### config.mk
export PLATFORM = sky130hd
export DESIGN_NAME = axi4_lite_wf_ctrl
export DESIGN_NICKNAME = d
export VERILOG_FILES = /design/src/rtl/wf_ctrl_pkg.sv /design/src/rtl/wf_load_port.sv /design/src/rtl/axi4_lite_wf_ctrl.sv
export SDC_FILE = /design/constraint.sdc
export NUM_CORES = 1
export LEC_CHECK = 0
export ABC_AREA = 1
export CAP_MARGIN = 20
export CORE_ASPECT_RATIO = 0.7
export CORE_UTILIZATION = 42
export DETAILED_ROUTE_END_ITERATION = 6
export GPL_ROUTABILITY_DRIVEN = 1
export PLACE_DENSITY = 0.75
export SLEW_MARGIN = 20
export SYNTH_ARGS = -nofsm -noshare
export SYNTH_HDL_FRONTEND = slang
export SYNTH_SLANG_ARGS = --single-unit
### constraint.sdc
create_clock -name S_AXI_ACLK -period 1.45 [get_ports S_AXI_ACLK]
set_input_delay 0.145 -clock S_AXI_ACLK [delete_from_list [all_inputs] [get_ports S_AXI_ACLK]]
set_output_delay 0.145 -clock S_AXI_ACLK [all_outputs]
set_load 0.005 [all_outputs]
### src/rtl/wf_ctrl_pkg.sv
// ----------------------------------------------------------------------------
// wf_ctrl_pkg
// Shared definitions for the multi-channel waveform register block:
//   - register word indices (fixed part of the map)
//   - AXI response codes
//   - read_cnt_base(): first READ_CNT word index for a given channel count
//   - strb_merge():    byte-lane merge of a write into an existing value
// ----------------------------------------------------------------------------
package wf_ctrl_pkg;

    localparam int unsigned IDX_CTRL         = 0;
    localparam int unsigned IDX_WF_SEL       = 1;
    localparam int unsigned IDX_WF_ADDR      = 2;
    localparam int unsigned IDX_WF_DATA      = 3;
    localparam int unsigned IDX_MAX_CNT_BASE = 4;

    localparam logic [1:0] RESP_OKAY   = 2'b00;
    localparam logic [1:0] RESP_SLVERR = 2'b10;

    // READ_CNT words follow the NUM_CH MAX_CNT words.
    function automatic int unsigned read_cnt_base(input int unsigned num_ch);
        return IDX_MAX_CNT_BASE + num_ch;
    endfunction

    // Replace only the bytes whose strobe is set.
    function automatic logic [31:0] strb_merge(input logic [31:0] old_v,
                                               input logic [31:0] new_v,
                                               input logic [3:0]  strb);
        logic [31:0] r;
        r = old_v;
        for (int b = 0; b < 4; b++) begin
            if (strb[b]) begin
                r[8*b +: 8] = new_v[8*b +: 8];
            end
        end
        return r;
    endfunction

endpackage

### src/rtl/wf_load_port.sv
// ----------------------------------------------------------------------------
// wf_load_port
// Holds the load-channel select (WF_SEL) and the auto-incrementing load
// address (WF_ADDR), and turns a WF_DATA commit into a one-cycle, one-hot
// DPBRAM write pulse.
// Ports:
//   clk_i, srst_i         clock, synchronous active-high reset
//   sel_we_i, addr_we_i   commit strobes for WF_SEL / WF_ADDR writes
//   load_i                commit strobe for a WF_DATA write
//   wdata_i, wstrb_i      committed write data / byte strobes
//   sel_rd_o, addr_rd_o   read-back values (zero-extended)
//   err_o                 combinational: load_i with an out-of-range select
//   write_en_o/addr_o/data_o  DPBRAM write port (registered)
// ----------------------------------------------------------------------------
module wf_load_port
    import wf_ctrl_pkg::*;
#(
    parameter int NUM_CH        = 2,
    parameter int WF_ADDR_WIDTH = 10,
    parameter int WF_DATA_WIDTH = 16
) (
    input  logic                     clk_i,
    input  logic                     srst_i,
    input  logic                     sel_we_i,
    input  logic                     addr_we_i,
    input  logic                     load_i,
    input  logic [31:0]              wdata_i,
    input  logic [3:0]               wstrb_i,
    output logic [31:0]              sel_rd_o,
    output logic [31:0]              addr_rd_o,
    output logic                     err_o,
    output logic [NUM_CH-1:0]        write_en_o,
    output logic [WF_ADDR_WIDTH-1:0] write_addr_o,
    output logic [WF_DATA_WIDTH-1:0] write_data_o
);

    localparam int          SEL_W    = (NUM_CH > 1) ? $clog2(NUM_CH) : 1;
    localparam logic [31:0] NUM_CH_W = 32'(NUM_CH);

    logic [SEL_W-1:0]         sel_q, sel_d;
    // Only the low SEL_W bits are stored, but a written value that does not
    // name a real channel must still make later loads fail; remember that.
    logic                     sel_bad_q, sel_bad_d;
    logic [WF_ADDR_WIDTH-1:0] addr_q, addr_d;
    logic [NUM_CH-1:0]        we_q, we_d;
    logic [WF_ADDR_WIDTH-1:0] waddr_q, waddr_d;
    logic [WF_DATA_WIDTH-1:0] wdata_q, wdata_d;

    logic [31:0] sel_ext, addr_ext, sel_merged, addr_merged;
    logic        sel_valid, do_load;

    assign sel_ext     = 32'(sel_q);
    assign addr_ext    = 32'(addr_q);
    assign sel_merged  = strb_merge(sel_ext, wdata_i, wstrb_i);
    assign addr_merged = strb_merge(addr_ext, wdata_i, wstrb_i);

    assign sel_valid = !sel_bad_q && (sel_ext < NUM_CH_W);
    assign err_o     = load_i && !sel_valid;
    assign do_load   = load_i && sel_valid && (|wstrb_i);

    always_comb begin
        sel_d     = sel_q;
        sel_bad_d = sel_bad_q;
        addr_d    = addr_q;
        we_d      = '0;
        waddr_d   = waddr_q;
        wdata_d   = wdata_q;

        if (sel_we_i && (|wstrb_i)) begin
            sel_d     = sel_merged[SEL_W-1:0];
            sel_bad_d = (sel_merged >= NUM_CH_W);
        end

        if (addr_we_i) begin
            addr_d = addr_merged[WF_ADDR_WIDTH-1:0];
        end

        if (do_load) begin
            for (int k = 0; k < NUM_CH; k++) begin
                we_d[k] = (sel_ext == 32'(k));
            end
            waddr_d = addr_q;
            wdata_d = wdata_i[WF_DATA_WIDTH-1:0];
            addr_d  = addr_q + 1'b1;    // natural wrap at 2^WF_ADDR_WIDTH
        end
    end

    always_ff @(posedge clk_i) begin
        if (srst_i) begin
            sel_q     <= '0;
            sel_bad_q <= 1'b0;
            addr_q    <= '0;
            we_q      <= '0;
            waddr_q   <= '0;
            wdata_q   <= '0;
        end else begin
            sel_q     <= sel_d;
            sel_bad_q <= sel_bad_d;
            addr_q    <= addr_d;
            we_q      <= we_d;
            waddr_q   <= waddr_d;
            wdata_q   <= wdata_d;
        end
    end

    assign sel_rd_o     = sel_ext;
    assign addr_rd_o    = addr_ext;
    assign write_en_o   = we_q;
    assign write_addr_o = waddr_q;
    assign write_data_o = wdata_q;

    logic unused_bits;
    assign unused_bits = ^{addr_merged[31:WF_ADDR_WIDTH > 31 ? 31 : WF_ADDR_WIDTH]};

endmodule

### src/rtl/axi4_lite_wf_ctrl.sv
// ----------------------------------------------------------------------------
// axi4_lite_wf_ctrl
// AXI4-Lite register slave for NUM_CH waveform channels.
// Word map: 0 CTRL, 1 WF_SEL, 2 WF_ADDR, 3 WF_DATA (load trigger),
//           4+k MAX_CNT[k], 4+NUM_CH+k READ_CNT[k] (read-only).
// Ports:
//   S_AXI_ACLK / S_AXI_ARESET   clock, synchronous active-high reset
//   S_AXI_*                     AXI4-Lite slave (PROT ignored)
//   o_wf_mode_start             per-channel run level (CTRL bits)
//   o_wf_write_en/addr/data     DPBRAM load port, one-hot one-cycle pulse
//   o_wf_max_cnt                per-channel max count, 32 bits per channel
//   i_wf_read_cnt               per-channel playback counters
// ----------------------------------------------------------------------------
module axi4_lite_wf_ctrl
    import wf_ctrl_pkg::*;
#(
    parameter int C_S_AXI_DATA_WIDTH = 32,
    parameter int C_S_AXI_ADDR_WIDTH = 6,
    parameter int NUM_CH             = 2,
    parameter int WF_ADDR_WIDTH      = 10,
    parameter int WF_DATA_WIDTH      = 16
) (
    input  logic                            S_AXI_ACLK,
    input  logic                            S_AXI_ARESET,
    input  logic [C_S_AXI_ADDR_WIDTH-1:0]   S_AXI_AWADDR,
    input  logic [2:0]                      S_AXI_AWPROT,
    input  logic                            S_AXI_AWVALID,
    output logic                            S_AXI_AWREADY,
    input  logic [C_S_AXI_DATA_WIDTH-1:0]   S_AXI_WDATA,
    input  logic [C_S_AXI_DATA_WIDTH/8-1:0] S_AXI_WSTRB,
    input  logic                            S_AXI_WVALID,
    output logic                            S_AXI_WREADY,
    output logic [1:0]                      S_AXI_BRESP,
    output logic                            S_AXI_BVALID,
    input  logic                            S_AXI_BREADY,
    input  logic [C_S_AXI_ADDR_WIDTH-1:0]   S_AXI_ARADDR,
    input  logic [2:0]                      S_AXI_ARPROT,
    input  logic                            S_AXI_ARVALID,
    output logic                            S_AXI_ARREADY,
    output logic [C_S_AXI_DATA_WIDTH-1:0]   S_AXI_RDATA,
    output logic [1:0]                      S_AXI_RRESP,
    output logic                            S_AXI_RVALID,
    input  logic                            S_AXI_RREADY,
    output logic [NUM_CH-1:0]               o_wf_mode_start,
    output logic [NUM_CH-1:0]               o_wf_write_en,
    output logic [WF_ADDR_WIDTH-1:0]        o_wf_write_addr,
    output logic [WF_DATA_WIDTH-1:0]        o_wf_write_data,
    output logic [32*NUM_CH-1:0]            o_wf_max_cnt,
    input  logic [32*NUM_CH-1:0]            i_wf_read_cnt
);

    localparam int          AW      = C_S_AXI_ADDR_WIDTH;
    localparam int unsigned RC_BASE = read_cnt_base(NUM_CH);
    localparam int unsigned END_IDX = RC_BASE + NUM_CH;

    logic clk, srst;
    assign clk  = S_AXI_ACLK;
    assign srst = S_AXI_ARESET;

    // ---------------- write channel ----------------
    logic          aw_full_q, w_full_q, bvalid_q;
    logic [AW-3:0] aw_word_q;
    logic [31:0]   w_data_q;
    logic [3:0]    w_strb_q;
    logic [1:0]    bresp_q, bresp_d;
    logic          aw_ready, w_ready, commit;
    logic [31:0]   wr_idx;

    assign aw_ready = !srst && !aw_full_q && !bvalid_q;
    assign w_ready  = !srst && !w_full_q && !bvalid_q;
    // Slots stay full while BVALID is up, so !bvalid_q keeps this to one cycle.
    assign commit   = aw_full_q && w_full_q && !bvalid_q;
    assign wr_idx   = 32'(aw_word_q);

    logic              wr_ctrl, wr_sel, wr_waddr, wr_load, wr_bad, load_err;
    logic [NUM_CH-1:0] wr_max;

    always_comb begin
        wr_ctrl  = 1'b0;
        wr_sel   = 1'b0;
        wr_waddr = 1'b0;
        wr_load  = 1'b0;
        wr_bad   = 1'b0;
        wr_max   = '0;
        if (commit) begin
            if (wr_idx == IDX_CTRL) begin
                wr_ctrl = 1'b1;
            end else if (wr_idx == IDX_WF_SEL) begin
                wr_sel = 1'b1;
            end else if (wr_idx == IDX_WF_ADDR) begin
                wr_waddr = 1'b1;
            end else if (wr_idx == IDX_WF_DATA) begin
                wr_load = 1'b1;
            end else if (wr_idx >= IDX_MAX_CNT_BASE && wr_idx < RC_BASE) begin
                for (int k = 0; k < NUM_CH; k++) begin
                    wr_max[k] = (wr_idx == IDX_MAX_CNT_BASE + k);
                end
            end else begin
                wr_bad = 1'b1;   // READ_CNT words or beyond the map
            end
        end
    end

    assign bresp_d = (wr_bad || load_err) ? RESP_SLVERR : RESP_OKAY;

    always_ff @(posedge clk) begin
        if (srst) begin
            aw_full_q <= 1'b0;
            w_full_q  <= 1'b0;
            bvalid_q  <= 1'b0;
            aw_word_q <= '0;
            w_data_q  <= '0;
            w_strb_q  <= '0;
            bresp_q   <= RESP_OKAY;
        end else begin
            if (aw_ready && S_AXI_AWVALID) begin
                aw_full_q <= 1'b1;
                aw_word_q <= S_AXI_AWADDR[AW-1:2];
            end
            if (w_ready && S_AXI_WVALID) begin
                w_full_q <= 1'b1;
                w_data_q <= S_AXI_WDATA[31:0];
                w_strb_q <= S_AXI_WSTRB[3:0];
            end
            if (commit) begin
                bvalid_q <= 1'b1;
                bresp_q  <= bresp_d;
            end else if (bvalid_q && S_AXI_BREADY) begin
                bvalid_q  <= 1'b0;
                aw_full_q <= 1'b0;
                w_full_q  <= 1'b0;
            end
        end
    end

    // ---------------- register file ----------------
    logic [NUM_CH-1:0]       ctrl_q;
    logic [31:0]             ctrl_merged;
    logic [NUM_CH-1:0][31:0] max_cnt_q;

    assign ctrl_merged = strb_merge(32'(ctrl_q), w_data_q, w_strb_q);

    always_ff @(posedge clk) begin
        if (srst) begin
            ctrl_q <= '0;
        end else if (wr_ctrl) begin
            ctrl_q <= ctrl_merged[NUM_CH-1:0];
        end
    end

    generate
        for (genvar gi = 0; gi < NUM_CH; gi++) begin : g_max_cnt
            always_ff @(posedge clk) begin
                if (srst) begin
                    max_cnt_q[gi] <= '0;
                end else if (wr_max[gi]) begin
                    max_cnt_q[gi] <= strb_merge(max_cnt_q[gi], w_data_q, w_strb_q);
                end
            end
        end
    endgenerate

    logic [31:0] sel_rd, addr_rd;

    wf_load_port #(
        .NUM_CH        (NUM_CH),
        .WF_ADDR_WIDTH (WF_ADDR_WIDTH),
        .WF_DATA_WIDTH (WF_DATA_WIDTH)
    ) u_load_port (
        .clk_i        (clk),
        .srst_i       (srst),
        .sel_we_i     (wr_sel),
        .addr_we_i    (wr_waddr),
        .load_i       (wr_load),
        .wdata_i      (w_data_q),
        .wstrb_i      (w_strb_q),
        .sel_rd_o     (sel_rd),
        .addr_rd_o    (addr_rd),
        .err_o        (load_err),
        .write_en_o   (o_wf_write_en),
        .write_addr_o (o_wf_write_addr),
        .write_data_o (o_wf_write_data)
    );

    // ---------------- read channel ----------------
    logic        rvalid_q, ar_ready;
    logic [31:0] rdata_q, rd_data_d, rd_idx;
    logic [1:0]  rresp_q, rd_resp_d;

    assign ar_ready = !srst && !rvalid_q;
    assign rd_idx   = 32'(S_AXI_ARADDR[AW-1:2]);

    always_comb begin
        rd_data_d = '0;
        rd_resp_d = RESP_OKAY;
        if (rd_idx == IDX_CTRL) begin
            rd_data_d = 32'(ctrl_q);
        end else if (rd_idx == IDX_WF_SEL) begin
            rd_data_d = sel_rd;
        end else if (rd_idx == IDX_WF_ADDR) begin
            rd_data_d = addr_rd;
        end else if (rd_idx == IDX_WF_DATA) begin
            rd_data_d = '0;     // write-only trigger reads as zero
        end else if (rd_idx >= IDX_MAX_CNT_BASE && rd_idx < RC_BASE) begin
            for (int k = 0; k < NUM_CH; k++) begin
                if (rd_idx == IDX_MAX_CNT_BASE + k) begin
                    rd_data_d = max_cnt_q[k];
                end
            end
        end else if (rd_idx >= RC_BASE && rd_idx < END_IDX) begin
            for (int k = 0; k < NUM_CH; k++) begin
                if (rd_idx == RC_BASE + k) begin
                    rd_data_d = i_wf_read_cnt[32*k +: 32];
                end
            end
        end else begin
            rd_resp_d = RESP_SLVERR;
        end
    end

    always_ff @(posedge clk) begin
        if (srst) begin
            rvalid_q <= 1'b0;
            rdata_q  <= '0;
            rresp_q  <= RESP_OKAY;
        end else if (ar_ready && S_AXI_ARVALID) begin
            rvalid_q <= 1'b1;
            rdata_q  <= rd_data_d;
            rresp_q  <= rd_resp_d;
        end else if (rvalid_q && S_AXI_RREADY) begin
            rvalid_q <= 1'b0;
        end
    end

    // ---------------- outputs ----------------
    assign S_AXI_AWREADY   = aw_ready;
    assign S_AXI_WREADY    = w_ready;
    assign S_AXI_BVALID    = bvalid_q;
    assign S_AXI_BRESP     = bresp_q;
    assign S_AXI_ARREADY   = ar_ready;
    assign S_AXI_RVALID    = rvalid_q;
    assign S_AXI_RRESP     = rresp_q;
    assign S_AXI_RDATA     = C_S_AXI_DATA_WIDTH'(rdata_q);
    assign o_wf_mode_start = ctrl_q;
    assign o_wf_max_cnt    = max_cnt_q;

    logic unused_inputs;
    assign unused_inputs = ^{S_AXI_AWPROT, S_AXI_ARPROT, S_AXI_AWADDR[1:0],
                             S_AXI_ARADDR[1:0], ctrl_merged};

endmodule

* After elaboration in Yosys (flattened, before gate mapping) *
Cells that the tools add are included.

cells by class
  add/subtract/negate cells = 1
  order comparisons = 8
  equal/unequal tests = 12
  multiplexer cells = 61
  bitwise gates (word level) = 1
  reductions and logical operators = 49

operator list
  cell                   count
  $mux 32                10
  $logic_not 32->1       3
  $mux 8                 5
  $ge 32x2->1 const B    1
  $mux 1                 30
  $mux 2                 14
  $eq 4x3->1 const B     6
  $reduce_and 2->1       11
  $logic_and 1x1->1      20
  $mux 10                2
  $eq 4x2->1 const B     4
  $ge 4x3->1 const B     3
  $add 10x1->10 const B  1
  $reduce_bool 2->1      5
  $eq 4x1->1 const B     2
  $lt 4x3->1 const B     2
  $logic_not 1->1        7
  $lt 4x4->1 const B     1
  $reduce_or 4->1        1
  $lt 1x2->1 const B     1
  $reduce_or 2->1        1
  $logic_or 1x1->1       1
  $not 1->1              1

word-level totals
  register bits after elaboration = 186
  input bits = 125
  word-level logic and storage cells = 158

* Longest topological paths before layout *
Gate-level depths: netlist of the first run.

  depth after elaboration = 10
  gate-level depth with buffers = 9
  depth with buffers taken out = 9

* Modules after synthesis *
From an unflattened synthesis of the first run, not the netlist that was laid out.

second synthesis, totals
  cells, all modules = 1417
  area, all modules = 9485.3 sq um

modules (own cells, without submodules)
  module             instances  cells an instance  area each (sq um)  sequential area each (sq um)
  axi4_lite_wf_ctrl  1          1057               7058.0             2882.8
  wf_load_port       1          360                2427.3             800.8

* Worst setup path after synthesis of the first run *
Ideal clock, no wire load.

  kind = register -> register
  start point = register w_full_q
  end point = register u_load_port.addr_q[8]
  library setup time = 134 ps
  data arrival time = 1223 ps
  path slack = 93 ps
  cell stages (with the launch flop) = 10
  clock period less this slack = 1357 ps
  cells stage by stage = dfxtp_1 nand2_1 nor2_4 nand2_2 nor2_4 buf_6 buf_6 nand3_1 nand2_1 a21oi_1

on the way
  cells in the longest elaborated chain, start to end = 7

ends and longest elaborated chain
  element                            line                      source
  start, declared                    axi4_lite_wf_ctrl.sv:61   logic aw_full_q, w_full_q, bvalid_q;
  start signal, assigned             axi4_lite_wf_ctrl.sv:109  w_full_q <= 1'b0;
  start signal, assigned             axi4_lite_wf_ctrl.sv:121  w_full_q <= 1'b1;
  start signal, assigned             axi4_lite_wf_ctrl.sv:131  w_full_q <= 1'b0;
  $logic_and 1x1->1 * (2 in series)  axi4_lite_wf_ctrl.sv:72   assign commit = aw_full_q && w_full_q && !bvalid_q;
  $mux 1                             axi4_lite_wf_ctrl.sv:85   if (commit) begin
  $logic_and 1x1->1 (2 in series)    wf_load_port.sv:59        assign do_load = load_i && sel_valid && (|wstrb_i);
  $reduce_bool 2->1 (no line)        n/a
  $reduce_and 2->1 (no line)         n/a
  end signal, assigned               wf_load_port.sv:99        addr_q <= addr_d;
  end, declared                      wf_load_port.sv:44        logic [WF_ADDR_WIDTH-1:0] addr_q, addr_d;

Every way passes the cells marked *; elsewhere a longest branch is shown, timed or not.
A chain may end at the register's enable or synchronous reset.

* Worst setup path after layout of the first run *
  start point = register aw_word_q[2]
  end point = register u_load_port.addr_q[5]

on the way
  cells in the longest elaborated chain, start to end = 10

ends and longest elaborated chain
  element                          line                      source
  start, declared                  axi4_lite_wf_ctrl.sv:62   logic [AW-3:0] aw_word_q;
  start signal, assigned           axi4_lite_wf_ctrl.sv:118  aw_word_q <= S_AXI_AWADDR[AW-1:2];
  $eq 4x2->1                       axi4_lite_wf_ctrl.sv:92   end else if (wr_idx == IDX_WF_DATA) begin
  $mux 1                           axi4_lite_wf_ctrl.sv:92
  $mux 1                           axi4_lite_wf_ctrl.sv:90   end else if (wr_idx == IDX_WF_ADDR) begin
  $mux 1                           axi4_lite_wf_ctrl.sv:88   end else if (wr_idx == IDX_WF_SEL) begin
  $mux 1                           axi4_lite_wf_ctrl.sv:86   if (wr_idx == IDX_CTRL) begin
  $mux 1                           axi4_lite_wf_ctrl.sv:85
  $logic_and 1x1->1 (2 in series)  wf_load_port.sv:59
  $reduce_bool 2->1 (no line)      n/a
  $reduce_and 2->1 (no line)       n/a

Parallel ways exist; a longest one is shown, timed or not.

==> key figures, run 1 <==
Final layout
  – Fin nets: 1586
  – Commonest non-fill, non-tap cells in the layout: 218 x nand2_1, 166 x clkdlybuf4s50_1, 150 x a21oi_1
  – ANT cells: 0
  – Area Growth Syn to Fin: 66.18%
  – Commonest non-fill, non-tap cell in the layout: nand2_1
  – Share of cells above drive strength 1: 26.34%
  – Final instance area: 13510 sq um

Floorplanning
  – Site Rows: between 40 and 50
  – Die Y: approximately 120 um
  – Io pins: 260
  – Area of the core: between 15000 and 20000 sq um
  – Die X: roughly 170 um
  – Die area: about 20000 sq um
  – Starting Density: between 40% and 50%

Worst setup path
  – Buffers plus inverters on the worst setup path: 2
  – WP data arrival: ~1900 ps
  – Critical path class: reg2reg
  – Worst R2R End: u_load_port.addr_q[5]
  – CP most frequent cell: nor2_4
  – R2R Path Start: aw_word_q[2]
  – FF-to-FF setup slack: -120 ps
  – Worst path cell trace: nor2_1 -> nand3_1 -> nor2_4 -> buf_12 -> nor2_4 -> buf_6 -> nand2_1 -> a21oi_1
  – Worst Reg-to-Reg Cells: 8
  – CP delay by family, top: simple AND/OR/NAND/NOR gates
  – Crit path capture type: flop
  – Slowest cell on crit path: dfxtp_2
  – Crit path largest cell delay: between 300 and 400 ps
  – Startpoint types: flop
  – Critical path required time: 1760 ps
  – Crit-path max FO: 9

STA
  – Clock Skew: 9.608 ps
  – Final Hold Violating Endpoints: 0
  – Fmax achieved: between 600 and 700 MHz
  – Fin Setup TNS: -5357 ps
  – Max-slew violations: 0
  – Final min period: 1574 ps
  – RSZ-0062 raised after global routing: true
  – # setup viols final: between 90 and 100
  – Fin crit share: 108.5%
  – Final setup margin: -123.6 ps

Logic synthesis
  – Seq/Total Area, Yosys: between 40 and 50%
  – Post-synth cell types: 36
  – Mapped cell area: roughly 8100 sq um
  – Post-synthesis average cell area: 7.273 sq um
  – Asr flop ratio synth: 0%
  – Warnings, synthesis: 0
  – Post-Syn Instances: about 1100
  – Top FF cell, synth: dfxtp_1
  – Synth Register Bits: 184
  – Number of synthesized flops with an enable pin: 0

Drt
  – First DRT Iteration DRCs: just over 900
  – Post-route antenna net violation count: 0
  – Total iterations of the first detailed-routing run: 5
  – Routed vias/inst: ~5.5
  – DRC: 0
  – Wire per inst: just under 20 um
  – Vias: 9445
  – Final WL: 33400 um

Worst hold path
  – Worst hold endpoint: w_full_q
  – Hold wc startpoint: S_AXI_ARESET
  – Hold path cells: 4
  – Worst Hold Class: in2reg

Pwr
  – Peak supply drop: 0.8029 mV
  – Lkg Pwr: roughly 5.6 nW
  – Pwr Density: about 860 nW/um^2

CTS
  – TritonCTS Sinks: 184
  – Hold-fix buffers at CTS: 0
  – Root buf cell: clkbuf_16
  – CTS tree: yes
  – H-Tree Depth: 4
  – Clock Latency Late Sink: approximately 440 ps
  – Clock buffer depth: 2
  – CTS Buf Count: 17
  – Clk slew on worst S/H paths: roughly 80 ps

GRT
  – Tot GR Track Use: just under 30%
  – Largest net degree at the start of global routing: 86
  – Wire length of the first global-routing pass: about 46000 um
  – Overflow after GRT: 0
  – Initial antenna violation count: 0
  – Vias in the first global route: between 7000 and 8000

Run status
  – Failing checks: setup timing
  – Outcome: finished, violations left

Place
  – Number of port buffers: around 250
  – GP Congestion: approximately 0.94
  – Hpwl dp: roughly 22000 um
  – DP Area: ~11000 sq um

Flow run
  – Max capacitance violation total: 0
## cell type report
type | count | area [sq um]
multi-input cells | 757 | 4303
inverters | 108 | 415.4
clock inverters | 15 | 200.2
well taps | 242 | 302.8
repair buffers | 392 | 4071
fillers | 1457 | 5405
flip-flops and latches | 184 | 3795
clock buffers | 17 | 425.4
## registers in the layout, summed over array words and instances (netlist names)
signal	cells
w_data_q	32
S_AXI_RRESP	1
o_wf_mode_start	2
S_AXI_RDATA	32
w_full_q	1
u_load_port.addr_q	10
S_AXI_BRESP	1
S_AXI_RVALID	1
u_load_port.write_addr_o	10
u_load_port.write_en_o	2
u_load_port.write_data_o	16
u_load_port.sel_bad_q	1
aw_full_q	1
w_strb_q	4
aw_word_q	4
u_load_port.sel_q	1
S_AXI_BVALID	1
o_wf_max_cnt	64
## synth_stat cells, types with 2 or more instances
master | n | share of area, %
nand2_1 | 236 | 11
dfxtp_1 | 184 | 45
a21oi_1 | 177 | 11
o21ai_0 | 134 | 8.2
inv_1 | 102 | 4.7
nand3_1 | 96 | 5.9
clkbuf_1 | 32 | 1.5
o211ai_1 | 28 | 2.6
nor2_1 | 26 | 1.2
buf_2 | 25 | 1.5
nand4_1 | 15 | 1.2
nor2_2 | 9 | 0.69
o21ai_1 | 7 | 0.43
a21oi_2 | 5 | 0.54
buf_4 | 5 | 0.46
buf_6 | 5 | 0.69
nor2_4 | 4 | 0.55
inv_2 | 3 | 0.14
nand2_2 | 3 | 0.23
nor3_1 | 3 | 0.18
a211oi_2 | 2 | 0.31
buf_1 | 2 | 0.092
clkinv_1 | 2 | 0.092
## worst register-to-register path, stage by stage, from the launching register on
cell and delay, ps:
dfxtp_2 350, nor2_1 190, nand3_1 180, nor2_4 220
buf_12 190, nor2_4 60, buf_6 130, nand2_1 60
a21oi_1 70
## layer usage
layer  vias to the layer above  share of wire, %  global-route usage, %
met4                         0               1.4                  7.330
met5                         -                 0                      0
met2                       549                42                  39.13
met1                      4411                47                  47.25
met3                        33                11                  6.229
li1                       4452                 -                      -
## how the worst max path moves through the flow
stage	start	end	slack, ps	cells past startpoint
after floorplan	w_full_q	u_load_port.addr_q[8]	90	9
after global routing	aw_word_q[1]	u_load_port.addr_q[9]	-200	9
after global placement	S_AXI_ARADDR[3]	S_AXI_RDATA[7]	-320	9
after detailed placement	S_AXI_ARADDR[4]	S_AXI_RDATA[20]	-310	7
final	aw_word_q[2]	u_load_port.addr_q[5]	-120	8
after CTS	w_full_q	S_AXI_WREADY	-60	3
## kinds of logic (layout without fill, tap and decap cells)
group,after synthesis,in the layout,share of synthesized area (%)
compound gates,356,356,23.42
fa+ha+maj,1,1,0.1538
buf+inv,179,532,9.525
flops,184,184,45.30
other cells,1,2,0.04612
simple gates,397,398,21.56
## per-stage QoR
stage,setup WS [ps],cells,power [mW],utilization [%],hold WS [ps]
floorplan,92.82,1119,5.838,-,256.0
global placement,-317.2,1625,6.552,60.28,449.9
detailed placement,-306.5,1625,6.557,60.28,447.8
CTS,-64.39,1680,11.39,64.94,214.7
global route,-196.7,1715,11.98,71.43,289.1
finish,-123.6,1715,11.65,71.43,244.6
## power by group
group | total, mW | internal, mW | leakage, nW | switching (mW)
Clock | 4.96 | 2.65 | 0.303 | 2.31
Combinational | 1.45 | 0.696 | 3.82 | 0.758
Sequential | 5.23 | 5.12 | 1.52 | 0.108
Total | 11.6 | 8.47 | 5.65 | 3.18
## what timing repair did
| action | 4_1_cts | 5_1_grt |
|---|---|---|
| pin swaps | 3 | 41 |
| resized for setup | 120 | 298 |
| setup buffers | 22 | 21 |
| endpoints found under the setup margin | 167 | 213 |
| gates cloned | 1 | 16 |
(Power assumes the default switching activity.)
==> run 2: changes to the inputs <==
Settings changed: ABC_AREA 1 to default, CORE_UTILIZATION 42 to 45, PLACE_DENSITY 0.75 to 0.77.
Clock period 1.45 ns to 1.63 ns, I/O delays scaled along.
==> key figures, run 2 <==
Run status
  – Failing checks: setup timing
  – Outcome: finished, violations left

CTS
  – TritonCTS Sinks: 184 (unchanged)
  – H-Tree Depth: 4 (unchanged)
  – Clk slew on worst S/H paths: 70 ps (about the same)
  – Clock buffer depth: 2 (unchanged)
  – Root buf cell: clkbuf_16
  – Clock Latency Late Sink: 420 ps (-20 ps)
  – CTS tree: yes
  – Hold-fix buffers at CTS: 0 (unchanged)
  – CTS Buf Count: 17 (unchanged)

Worst setup path
  – Critical path class: reg2reg
  – WP data arrival: 2160 ps (+270 ps)
  – Critical path required time: 1960 ps (+200 ps)
  – Crit-path max FO: 5 (-4)
  – Startpoint types: flop
  – Crit path capture type: flop

Logic synthesis
  – Seq/Total Area, Yosys: 46.26% (+0.96 points)
  – Synth top area cells: dfxtp_1 46%, mux2i_1 9.3%, nand2_1 8.2%, a21oi_1 6.1%, nor2_1 3.8%
  – Post-Syn Instances: 913 (-18%)
  – Commonest cells in the netlist: 184 x dfxtp_1, 173 x nand2_1, 97 x a21oi_1
  – Cell taking the most area after synthesis: dfxtp_1
  – Count leader, synth: dfxtp_1
  – Mapped cell area: 7963 sq um (-2.1%)
  – Post-synthesis average cell area: 8.721 sq um (+20%)
  – Synth Register Bits: 184 (unchanged)
  – Yosys top cell area share: 46.26% (+0.96 points)
  – Post-synth cell types: 61 (+69%)
  – Asr flop ratio synth: 0% (unchanged)
  – Number of synthesized flops with an enable pin: 0 (unchanged)
  – Warnings, synthesis: 0 (unchanged)
  – Top FF cell, synth: dfxtp_1

Floorplanning
  – Die area: 18240 sq um (-8.5%)
  – Site Rows: 40 (-4.8%)
  – Area of the core: 17220 sq um (-9.0%)
  – Die Y: 113.3 um (-4.3%)
  – Io pins: 260 (unchanged)
  – Starting Density: 46.25% (+3.3 points)
  – Die X: 161.0 um (-4.3%)

Pwr
  – Internal: 7.561 mW (-11%)
  – Sw Ratio: 24.43% (-2.9 points)
  – Pwr Density: 815.8 nW/um^2 (-5.4%)
  – Clk pwr share: 42.7% (about the same)
  – Sequential Power Share: 46.4% (+1.5 points)
  – Peak supply drop: 0.6361 mV (-21%)
  – Lkg Pwr: 4.865 nW (-14%)
  – Comb power frac: 10.9% (-1.6 points)
  – Switching power: 2.444 mW (-23%)

Place
  – Number of port buffers: 247 (unchanged)
  – Placement Setup Slack: -421.4 ps (-114.9 ps)
  – GP Congestion: 0.9331 (-0.45%)
  – Hpwl dp: 19670 um (-11%)
  – Inst Count DP: 1412 (-13%)

Final layout
  – Area Growth Syn to Fin: 54.02%
  – Fin cells: 1462 (-15%)
  – Share of cells above drive strength 1: 16.25% (-10 points)
  – Final core utilization: 71.24% (-0.19 points)
  – Max reg flops: 64 (unchanged)
  – Commonest non-fill, non-tap cell in the layout: clkdlybuf4s50_1
  – Fin nets: 1344 (-15%)
  – Commonest non-fill, non-tap cells in the layout: 240 x clkdlybuf4s50_1, 174 x dfxtp_1, 173 x nand2_1
  – ANT cells: 0 (unchanged)

GRT
  – Vias in the first global route: 7721 (-2.8%)
  – Initial antenna violation count: 0 (unchanged)
  – Largest net degree at the start of global routing: 75 (-13%)
  – Tot GR Track Use: 29.95% (+0.37 points)
  – Wire length of the first global-routing pass: 42590 um (-6.4%)
  – Overflow after GRT: 0 (unchanged)

Worst hold path
  – Worst Hold Class: in2reg

STA
  – # setup viols final: 71 (-25%)
  – Fmax achieved: 548.1 MHz (-14%)
  – Final Hold Violating Endpoints: 0 (unchanged)
  – Tightest Pin Transition: between 700 and 800 ps
  – Max-slew violations: 0 (unchanged)
  – Final min period: 1825 ps (+251.0 ps)
  – Slew HR: between 40% and 50%
  – Clock Skew: 10.24 ps (+0.6328 ps)
  – Fin Setup TNS: -5010 ps (+346.7 ps)
  – Fin crit share: 111.9% (+3.4 points)
  – RSZ-0062 raised after global routing: true
  – Final setup margin: -194.5 ps (-70.95 ps)

Drt
  – Final WL: 28040 um (-16%)
  – DRC: 0 (unchanged)
  – Wire per inst: 19.18 um (-1.5%)
  – Post-route antenna net violation count: 0 (unchanged)
  – Vias: 8159 (-14%)
  – Routed vias/inst: 5.581 (+1.3%)
  – First DRT Iteration DRCs: 653 (-28%)
  – Total iterations of the first detailed-routing run: 5 (unchanged)

Flow run
  – Max capacitance violation total: 0 (unchanged)
-- run 2: cells by family (layout without fill, tap and decap cells) --
group / Yosys count / count (layout) / share of synthesized area [%]
and+or+nand+nor: 352 / 352 / 20.03
AOI/OAI and AO/OA: 214 / 214 / 17.82
DFF: 184 / 184 / 46.26
muxes: 84 / 84 / 11.85
buffers and inverters: 77 / 394 / 3.834
adders and majority gates: 1 / 1 / 0.1571
other: 1 / 2 / 0.04709
-- run 2: area by class of cell --
cell class,instances,area (sq um)
clock buffer,21,470.5
sequential,184,3696
clock inverter,11,133.9
timing repair buffer,359,3492
fill,1377,4952
multi-input combinational,653,4172
inverter,3,11.26
tap,231,289.0
-- run 2: power by group through the flow --
stage | registers, mW | clock network (mW) | logic, mW
3_5_place_dp | 4.73 | 0 | 1.00
4_1_cts | 4.63 | 4.30 | 1.04
3_3_place_gp | 4.73 | 0 | 0.992
2_1_floorplan | 4.73 | 0 | 0.395
5_1_grt | 4.64 | 4.51 | 1.16
6_report | 4.64 | 4.28 | 1.09
-- run 2: critical path, stage by stage, from the launching register on --
cell and delay, ps:
dfxtp_2 370, o41ai_4 100, buf_4 180, nor4_4 460, buf_6 200, buf_6 100
a311oi_2 80, nor4b_2 250
-- run 2: metrics by stage --
stage          hold WS, ps  power [mW]  area [sq um]
2_1_floorplan        263.1       5.120          8009
3_3_place_gp         442.0       5.722         11260
3_5_place_dp         448.6       5.736         11260
5_1_grt              91.97       10.31         12260
6_report             102.5       10.00         12260
4_1_cts              91.28       9.981         12060
-- run 2: timing repair --
| item | 4_1_cts | 5_1_grt |
|---|---|---|
| endpoints found under the setup margin | 87 | 123 |
| cloned | 1 | 1 |
| setup buffers | 8 | 11 |
| pin swaps | 7 | 14 |
| gates resized for setup | 39 | 36 |
-- run 2: routing by layer --
metal	share of wire, %	wire (um)	global-route usage, %	vias to the layer above
met5	0	0	0	-
li1	-	-	-	3856
met1	46	12870	42.12	3895
met3	7.8	2179	6.745	42
met2	45	12530	45.75	366
met4	1.7	467	8.931	0
-- run 2: path summary, 6_finish.rpt --
kind	startpoint	end	slack, ps	cells after the start
hold reg to reg	S_AXI_RDATA[18]	S_AXI_RDATA[18]	460	2
setup / recovery	w_strb_q[1]	u_load_port.addr_q[6]	-190	7
setup reg to reg	w_strb_q[1]	u_load_port.addr_q[6]	-190	7
hold / removal	S_AXI_ARESET	u_load_port.write_addr_o[8]	100	3
==> run 3: changes to the inputs <==
Settings changed: CORE_MARGIN from default to 2.
==> key figures, run 3 (synthesized netlist as in run 2, its figures left out) <==
Run status
  – Outcome: finished, violations left
  – Failing checks: setup timing

Place
  – GP Congestion: 0.9109 (-2.4%)
  – Inst Count DP: 1411 (-0.071%)
  – Number of port buffers: 247 (unchanged)
  – DP Area: 11260 sq um (about the same)
  – Hpwl dp: 20220 um (+2.8%)

Worst setup path
  – FF-to-FF setup slack: -240 ps (-40 ps)
  – R2R Path Start: w_strb_q[3]
  – Crit path capture type: flop
  – Crit-path max FO: 8 (+3)
  – Crit. Startpoint: w_strb_q[3]
  – WP data arrival: 2170 ps (about the same)
  – Critical path required time: 1940 ps (-20 ps)
  – Worst Setup EP: u_load_port.addr_q[5]
  – Critical path class: reg2reg
  – Worst R2R End: u_load_port.addr_q[5]
  – Worst Reg-to-Reg Cells: 8 (+1)
  – Startpoint types: flop

STA
  – Hold Worst Slack: 271.1 ps (+168.6 ps)
  – Final setup margin: -236.0 ps (-41.46 ps)
  – Clock Skew: 9.910 ps (-0.3315 ps)
  – Fmax achieved: 535.9 MHz (-2.2%)
  – Final min period: 1866 ps (+41.46 ps)
  – RSZ-0062 raised after global routing: true
  – Tightest Pin Transition: 664.4 ps (-94.02 ps)
  – Final Hold Violating Endpoints: 0 (unchanged)
  – # setup viols final: 88 (+24%)
  – Max-slew violations: 0 (unchanged)
  – Fin crit share: 114.5% (+2.5 points)
  – Slew HR: 55.71% (+6.3 points)

CTS
  – Clock buffer depth: 2 (unchanged)
  – CTS Buf Count: 17 (unchanged)
  – H-Tree Depth: 4 (unchanged)
  – Clk slew on worst S/H paths: 70 ps (about the same)
  – Hold-fix buffers at CTS: 0 (unchanged)
  – TritonCTS Sinks: 184 (unchanged)
  – Clock Latency Late Sink: 430 ps (about the same)
  – Root buf cell: clkbuf_16
  – CTS tree: yes

Final layout
  – Area Growth Syn to Fin: 57.40%
  – Final instance area: 12530 sq um (+2.2%)
  – Commonest non-fill, non-tap cells in the layout: 240 x clkdlybuf4s50_1, 174 x dfxtp_1, 142 x nand2_1
  – Fin nets: 1344 (unchanged)
  – Fin cells: 1462 (unchanged)
  – ANT cells: 0 (unchanged)
  – Commonest non-fill, non-tap cell in the layout: clkdlybuf4s50_1
  – Max reg flops: 64 (unchanged)
  – Share of cells above drive strength 1: 20.47% (+4.2 points)
  – Fillcell total: 1258 (-8.6%)

Worst hold path
  – Hold wc startpoint: S_AXI_WDATA[11]
  – Worst Hold Class: in2reg

Floorplanning
  – Die Y: 115.3 um (+1.8%)
  – Die X: 163.0 um (+1.2%)
  – Starting Density: 46.25% (unchanged)
  – Area of the core: 17220 sq um (unchanged)
  – Io pins: 260 (unchanged)
  – Site Rows: 40 (unchanged)
  – Die area: 18790 sq um (+3.0%)

Pwr
  – Peak supply drop: 0.5811 mV (-8.6%)
  – Pwr Density: 784.2 nW/um^2 (-3.9%)
  – Tot Pwr: 9.829 mW (-1.8%)
  – Lkg Pwr: 4.920 nW (+1.1%)

Drt
  – DRC: 0 (unchanged)
  – Vias: 8211 (+0.64%)
  – Post-route antenna net violation count: 0 (unchanged)
  – First DRT Iteration DRCs: 723 (+11%)
  – Routed vias/inst: 5.616 (+0.64%)
  – Total iterations of the first detailed-routing run: 7 (+2)
  – Wire per inst: 20.15 um (+5.1%)
  – Final WL: 29460 um (+5.1%)

GRT
  – Largest net degree at the start of global routing: 59 (-21%)
  – Wire length of the first global-routing pass: 44170 um (+3.7%)
  – Tot GR Track Use: 30.60% (+0.66 points)
  – Initial antenna violation count: 0 (unchanged)
  – Vias in the first global route: 7853 (+1.7%)
  – Overflow after GRT: 0 (unchanged)

Flow run
  – Max capacitance violation total: 0 (unchanged)
[run 3: cell type report]
class | count | area, sq um | area share (%)
multi-input cells | 653 | 4433 | 35.37
inverters | 3 | 11.26 | 0.08985
clock inverters | 10 | 106.4 | 0.8486
flip-flops and latches | 184 | 3696 | 29.49
clock buffers | 22 | 474.2 | 3.784
repair buffers | 359 | 3523 | 28.11
well taps | 231 | 289.0 | 2.306
[run 3: report_power, final]
| group | internal, mW | switching (mW) |
|---|---|---|
| Clock | 2.26 | 1.85 |
| Combinational | 0.563 | 0.526 |
| Sequential | 4.56 | 0.0707 |
| Total | 7.39 | 2.44 |
[run 3: how the worst min path moves through the flow]
stage / end / slack [ps] / cells past startpoint
6_report: w_data_q[11] / 270 / 3
5_1_grt: w_strb_q[1] / 280 / 3
4_1_cts: u_load_port.write_data_o[0] / 250 / 3
3_5_place_dp: S_AXI_RDATA[11] / 450 / 2
3_3_place_gp: S_AXI_RDATA[22] / 440 / 2
2_1_floorplan: S_AXI_RVALID / 260 / 1
[run 3: through the flow]
step	setup slack (ps)	util, %	setup TNS, ps
after detailed placement	-459.7	65.41	-16220
final	-236.0	72.80	-8435
after global placement	-398.3	65.41	-14520
after floorplan	-62.61	-	-404.9
after global routing	-271.3	72.80	-13310
after CTS	-188.9	71.82	-3615
[run 3: repair_timing]
action / 4_1_cts / 5_1_grt
setup endpoints to repair: 107 / 111
buffers inserted: 12 / 9
gates cloned: 3 / 0
pin swaps: 64 / 12
resized for setup: 107 / 46
[run 3: per-layer routing]
metal / share of wire (%) / vias to the layer above / global-route usage (%) / wire length, um
li1: - / 3874 / - / -
met1: 45 / 3919 / 41.83 / 13140
met2: 45 / 358 / 46.84 / 13130
met3: 8.6 / 60 / 9.560 / 2538
met4: 2.2 / 0 / 8.791 / 647
met5: 0 / - / 0 / 0
[run 3: critical path, cell delays in order, from the launching register on]
cell	delay (ps)
dfxtp_2	330
o41ai_4	430
buf_4	200
nor4_4	40
buf_4	170
buf_8	140
buf_4	130
a311oi_2	220
a211oi_1	80
